### src/rtl/sys_defs.svh
// Shared system-wide defines: default index width and the channel slice helper.
`ifndef SYS_DEFS_SVH
`define SYS_DEFS_SVH

`define INDEX_NUM_LOG 4
`define INDEX_SLICE(idx, w) (idx)*(w) +: (w)

`endif

### src/rtl/multi_index_down_counter_pkg.sv
// Types shared by the multi-channel index down counter and its channel slices.
package multi_index_down_counter_pkg;

    typedef enum logic {
        MODE_ONE_SHOT = 1'b0,
        MODE_RELOAD   = 1'b1
    } count_mode_e;

endpackage

### src/rtl/index_down_counter_ch.sv
// One independent down-counter channel: holds count, reload value and done pulse.
module index_down_counter_ch
    import multi_index_down_counter_pkg::*;
#(
    parameter int unsigned WIDTH = 4
) (
    input  logic             clock,
    input  logic             reset_n,
    input  logic             init,
    input  logic [WIDTH-1:0] count_init,
    input  logic             enable,
    input  logic             mode_reload,
    output logic [WIDTH-1:0] count,
    output logic             zero,
    output logic             done
);

    localparam logic [WIDTH-1:0] ONE = WIDTH'(1);

    logic [WIDTH-1:0] reload;
    logic [WIDTH-1:0] count_next;
    logic [WIDTH-1:0] reload_next;
    logic             wrap;
    count_mode_e      mode;

    assign mode = count_mode_e'(mode_reload);

    // A load of 0 becomes all-ones via modular subtraction, giving a 2^WIDTH span.
    always_comb begin
        count_next  = count;
        reload_next = reload;
        wrap        = 1'b0;
        if (init) begin
            count_next  = count_init - ONE;
            reload_next = count_init;
        end else if (enable) begin
            if (count > ONE) begin
                count_next = count - ONE;
            end else if (count == ONE || mode == MODE_RELOAD) begin
                wrap       = 1'b1;
                count_next = (mode == MODE_RELOAD) ? reload - ONE : '0;
            end
        end
    end

    assign zero = init ? (count_init == ONE) : (count <= ONE);

    always_ff @(posedge clock or negedge reset_n) begin
        if (!reset_n) begin
            count  <= '0;
            reload <= '0;
            done   <= 1'b0;
        end else begin
            count  <= count_next;
            reload <= reload_next;
            done   <= wrap;
        end
    end

endmodule

### src/rtl/multi_index_down_counter.sv
// Bank of CHANNELS independent down counters with a combined all-zero flag.
`include "sys_defs.svh"

module multi_index_down_counter
    import multi_index_down_counter_pkg::*;
#(
    parameter int unsigned CHANNELS = 4,
    parameter int unsigned WIDTH    = `INDEX_NUM_LOG
) (
    input  logic                      clock,
    input  logic                      reset_n,
    input  logic [CHANNELS-1:0]       init,
    input  logic [CHANNELS*WIDTH-1:0] count_init,
    input  logic [CHANNELS-1:0]       enable,
    input  logic [CHANNELS-1:0]       mode_reload,
    output logic [CHANNELS*WIDTH-1:0] count,
    output logic [CHANNELS-1:0]       zero,
    output logic [CHANNELS-1:0]       done,
    output logic                      all_zero
);

    for (genvar i = 0; i < CHANNELS; i++) begin : g_ch
        index_down_counter_ch #(
            .WIDTH(WIDTH)
        ) u_ch (
            .clock       (clock),
            .reset_n     (reset_n),
            .init        (init[i]),
            .count_init  (count_init[`INDEX_SLICE(i, WIDTH)]),
            .enable      (enable[i]),
            .mode_reload (mode_reload[i]),
            .count       (count[`INDEX_SLICE(i, WIDTH)]),
            .zero        (zero[i]),
            .done        (done[i])
        );
    end

    assign all_zero = &zero;

endmodule
### config.mk
export PLATFORM = sky130hd
export DESIGN_NAME = multi_index_down_counter
export DESIGN_NICKNAME = d
export VERILOG_FILES = /design/src/rtl/multi_index_down_counter_pkg.sv /design/src/rtl/index_down_counter_ch.sv /design/src/rtl/multi_index_down_counter.sv
export VERILOG_INCLUDE_DIRS = /design/src /design/src/rtl
export SDC_FILE = /design/constraint.sdc
export NUM_CORES = 1
export LEC_CHECK = 0
export ABC_AREA = 1
export ABC_CLOCK_PERIOD_IN_PS = 2220
export CAP_MARGIN = 20
export CELL_PAD_IN_SITES_DETAIL_PLACEMENT = 0
export CELL_PAD_IN_SITES_GLOBAL_PLACEMENT = 1
export CORE_MARGIN = 2
export CORE_UTILIZATION = 25
export CTS_BUF_LIST = sky130_fd_sc_hd__clkbuf_4 sky130_fd_sc_hd__clkbuf_8
export DETAILED_ROUTE_END_ITERATION = 6
export GPL_TIMING_DRIVEN = 1
export PLACE_DENSITY_LB_ADDON = 0.1
export SKIP_CTS_REPAIR_TIMING = 1
export SYNTH_ARGS = -nofsm -noshare
export SYNTH_HDL_FRONTEND = slang
export SYNTH_SLANG_ARGS = --single-unit
export TNS_END_PERCENT = 20
### constraint.sdc
create_clock -name clock -period 2.22 [get_ports clock]
set_input_delay 0.222 -clock clock [delete_from_list [all_inputs] [get_ports clock]]
set_output_delay 0.222 -clock clock [all_outputs]
set_load 0.005 [all_outputs]
## Word level (Yosys, flattened, before mapping)

Index checks and enable logic that the tools add are counted.

- Add/subtract/negate cells: 12
- Order comparisons: 8
- Equal/unequal tests: 8
- Multiplexer cells: 40
- Reductions and logical operators: 17

Operators by type and width:

| operator | count |
|---|---|
| $mux 4 | 20 |
| $sub 4x1->4 const B | 12 |
| $eq 4x1->1 const B | 8 |
| $mux 1 | 20 |
| $gt 4x1->1 const B | 4 |
| $le 4x1->1 const B | 4 |
| $reduce_bool 3->1 | 4 |
| $reduce_and 2->1 | 4 |
| $reduce_bool 2->1 | 4 |
| $logic_or 1x1->1 | 4 |
| $reduce_and 4->1 | 1 |

- Register bits: 36
- Input bits: 30
- Output and inout port bits: 25
- Logic and storage cells: 97

## Logic depth before layout (Yosys ltp)

- Depth in word-level cells: 6
- Mapped depth: 10
- Mapped depth without buffers: 10

## Hierarchy

A second synthesis with hierarchy kept.

- Cells, all modules: 375
- Area, all modules: 2,658.8 µm²

By module, submodules not included:

| module | times used | cells an instance | area an instance (µm²) | seq. area each (µm²) |
|---|---|---|---|---|
| index_down_counter_ch | 4 | 93 | 661.9 | 225.2 |
| multi_index_down_counter | 1 | 3 | 11.3 | 0.0 |

## Worst setup path after synthesis

Ideal clock, no wire load.

- Path type: reg-to-output
- From: reg g_ch[3].u_ch.count[0]
- To: out zero[3]
- Data arrival time: 1.340 ns
- Data required time: 1.998 ns
- Slack: 0.658 ns
- Stages on the path, launching flop included: 8
- Path buffers: 1
- Cells stage by stage: dfrtp_1 -> inv_1 -> ha_1 -> o21ai_4 -> nor2_1 -> a31oi_1 -> inv_1 -> buf_4

- Longest elaborated chain between the ends: 2

RTL lines:

| what | RTL line | RTL |
|---|---|---|
| start: declaration | index_down_counter_ch.sv:13 | `output logic [WIDTH-1:0] count,` |
| start signal: assignment | index_down_counter_ch.sv:54 | `count <= count_next;` |
| $le 4x1->1 | index_down_counter_ch.sv:46 | `assign zero = init ? (count_init == ONE) : (count <= ONE);` |
| $mux 1 | index_down_counter_ch.sv:46 |  |
| end: declaration | multi_index_down_counter.sv:17 | `output logic [CHANNELS-1:0] zero,` |

Every way passes these cells.

## Worst setup path in the final report

Same ends and word-level chain as after synthesis.

==> qor.yml <==
status: "completed"
gr-total-overflow: 0
ys_async_sr_fraction: 1.00
startpoint: "g_ch[3].u_ch.count[0]"
core_um2: 10700
cts_tree: "yes"
grt_setup_unrepaired: "yes"
cp_common_cell: "buf_4"
die_width_um: 108
maxSlewViolCount: 0
synth.area.top_cells: "dfrtp_1 (33%), nand2_1 (14%), ha_1 (9.2%)"
die_h_um: 108
pwr-share-seq: 0.347
synthTopCellsByCount: "nand2_1 (99), inv_1 (64), nand3_1 (44)"
p_leak_nw: 1.84
power_density_nw_per_um2: 684
grt.total_usage: 0.129
antenna_found_initial: 0
worstPathArrival_ps: 1970
final_util: 0.341
final_hold_viol_count: 0
synth_edf_count: 0
pin_count: 55
numCtsBuffers: 5
setup_violations: 0
syn2layout_area_growth_pct: 34.6
ir_drop_mv: 0.351
h-tree-depth: 2
clock_latency_ps: 290
worstMarginPinSlew_ps: 590
p_int_w: 0.00157
relSlewSlack: 0.607
synth.avg_cell_area_um2: 6.86
ys_seq_area_frac: 0.332
drcViolationCount: 0
setup_tns_ps: 0
yosysTopAreaCell: "dfrtp_1"
swShare: 0.373
dieArea_um2: 11700
crit_type: "reg2out"
p_comb_frac: 0.442
cp_slowest_cell: "clkdlybuf4s50_1"
path_buf_inv: 4
rows: 38
layout-drive-gt1-share: 0.137
initial_core_util: 0.253
firstDrtPassIters: 4
cp-start-kind: "register"
fillers: 1201
vias: 2581
post-route-period-util: 0.989
critical_path.max_stage_delay_ps: 430
clkSinkCount: 36
num-nets-final: 517
routed_via_density: 4.25
dr.first_iter.drc_count: 58
wl_um: 7130
crit_family: "buffers and inverters"
grt_pass1_wl_um: 11900
cts_root_buf: "clkbuf_8"
fin_crit_ps: 2190
synth_top_area_share: 0.332
final_area_um2: 3650
clk_pin_slew_ps: 80
post_dp_cell_area_um2: 3490
antenna_left: 0
mappedNetlistArea_um2: 2710
skew_ps: 5.89
ys_ff_latch: 36
p_switching_w: 0.000931
crit_fanout: 3
fmax_mhz: 456
ys_warn_count: 0
grt_max_degree: 25
synthMostInstantiatedCell: "nand2_1"
grt_pass1_vias: 2550
end_kind: "output pin"
cp_cell_sequence: "buf_4, ha_2, o21ai_4, nor2_1, a31oi_1, buf_4, inv_1, clkdlybuf4s50_1"
synth.distinct_cells: 25
dp_hpwl_um: 5760
netlist_instances: 395
gp_congestion: 0.805
min_path_type: "in2async"
r2r_start: "g_ch[0].u_ch.count[1]"
routedWlPerCell_um: 11.7
clk_path_buf_depth: 2
ys.flop_type: "dfrtp_1"
critPathRequiredTime_ps: 2000
clkPwrFrac: 0.211
maxCapViolCount: 0
antenna_cells: 0
synth_nets: 445
portBuffers: 54
-- through the flow --
stage               power (W)  setup slack, ps  std cells  hold slack [ps]
floorplan             0.00149              658        395            -73.6
global route          0.00273            -91.4        608              523
global placement      0.00197             85.9        597              277
CTS                   0.00251             -183        605            -50.4
detailed placement    0.00196             55.6        597              275
finish                0.00250             25.4        608              462
-- cells in the final DEF (no fill, tap or decap), types with 2 or more instances in the layout --
| master | instances |
|---|---|
| nand3_1 | 42 |
| buf_4 | 24 |
| inv_2 | 5 |
| o21ai_0 | 23 |
| ha_2 | 6 |
| nor3b_1 | 3 |
| a21oi_1 | 20 |
| inv_1 | 60 |
| nor2_2 | 4 |
| clkbuf_4 | 2 |
| xor2_1 | 4 |
| clkbuf_8 | 6 |
| o21ai_1 | 2 |
| nor2_4 | 5 |
| nor2_1 | 40 |
| nand4_1 | 3 |
| clkdlybuf4s50_1 | 51 |
| nand2_1 | 95 |
| nand2_2 | 8 |
| xnor2_1 | 3 |
| nor3_1 | 3 |
| nand3_2 | 2 |
| ha_1 | 14 |
| dfrtp_1 | 36 |
-- metal layers --
metal / vias to the layer above / GRT usage / wire [µm] / share of wire
met5: - / 0 / 0 / 0
met4: 0 / 0.0476 / 159 / 0.022
met3: 12 / 0.0241 / 259 / 0.036
met2: 43 / 0.202 / 3120 / 0.44
met1: 1151 / 0.177 / 3590 / 0.50
li1: 1375 / - / - / -
-- final cells by class --
cell class | count | area [µm²] | area share
inverter | 65 | 244 | 0.0669
multi-input combinational | 281 | 1510 | 0.415
clock buffer | 8 | 97.6 | 0.0267
timing repair buffer | 78 | 718 | 0.197
tap | 140 | 175 | 0.0480
sequential | 36 | 901 | 0.247
-- state kept, by name, indices dropped and copies added (netlist names) --
register,flops
g_ch.u_ch.count,16
g_ch.u_ch.done,4
g_ch.u_ch.reload,16
-- power groups by stage --
| stage | registers (W) | clock network, W | logic [W] |
|---|---|---|---|
| 6_report | 0.000867 | 0.000526 | 0.00110 |
| 2_1_floorplan | 0.000875 | 0 | 0.000612 |
| 3_5_place_dp | 0.000882 | 0 | 0.00108 |
| 3_3_place_gp | 0.000881 | 0 | 0.00109 |
| 4_1_cts | 0.000869 | 0.000554 | 0.00108 |
| 5_1_grt | 0.000886 | 0.000580 | 0.00126 |
-- cells by family (layout without fill, tap and decap cells) --
group           count (synthesis)  count (layout)  synth area share
xor+xnor                        7               7            0.0226
flops                          36              36             0.332
compound gates                 48              48            0.0937
buf+inv                        78             151             0.123
simple gates                  206             206             0.336
fa+ha+maj                      20              20            0.0923
-- path summary, 6_finish.rpt --
path                                          end  slack (ps)  depth (start not counted)
setup / recovery                          zero[3]          30                          8
hold / removal                  g_ch[0].u_ch.done         460                          2
setup reg to reg            g_ch[0].u_ch.count[1]         670                         10
hold reg to reg            g_ch[2].u_ch.reload[2]         540                          2
max in group asynchronous  g_ch[1].u_ch.reload[3]        1220                          3
min in group clock         g_ch[0].u_ch.reload[1]         510                          3
Power figures use the tool's default switching activity.
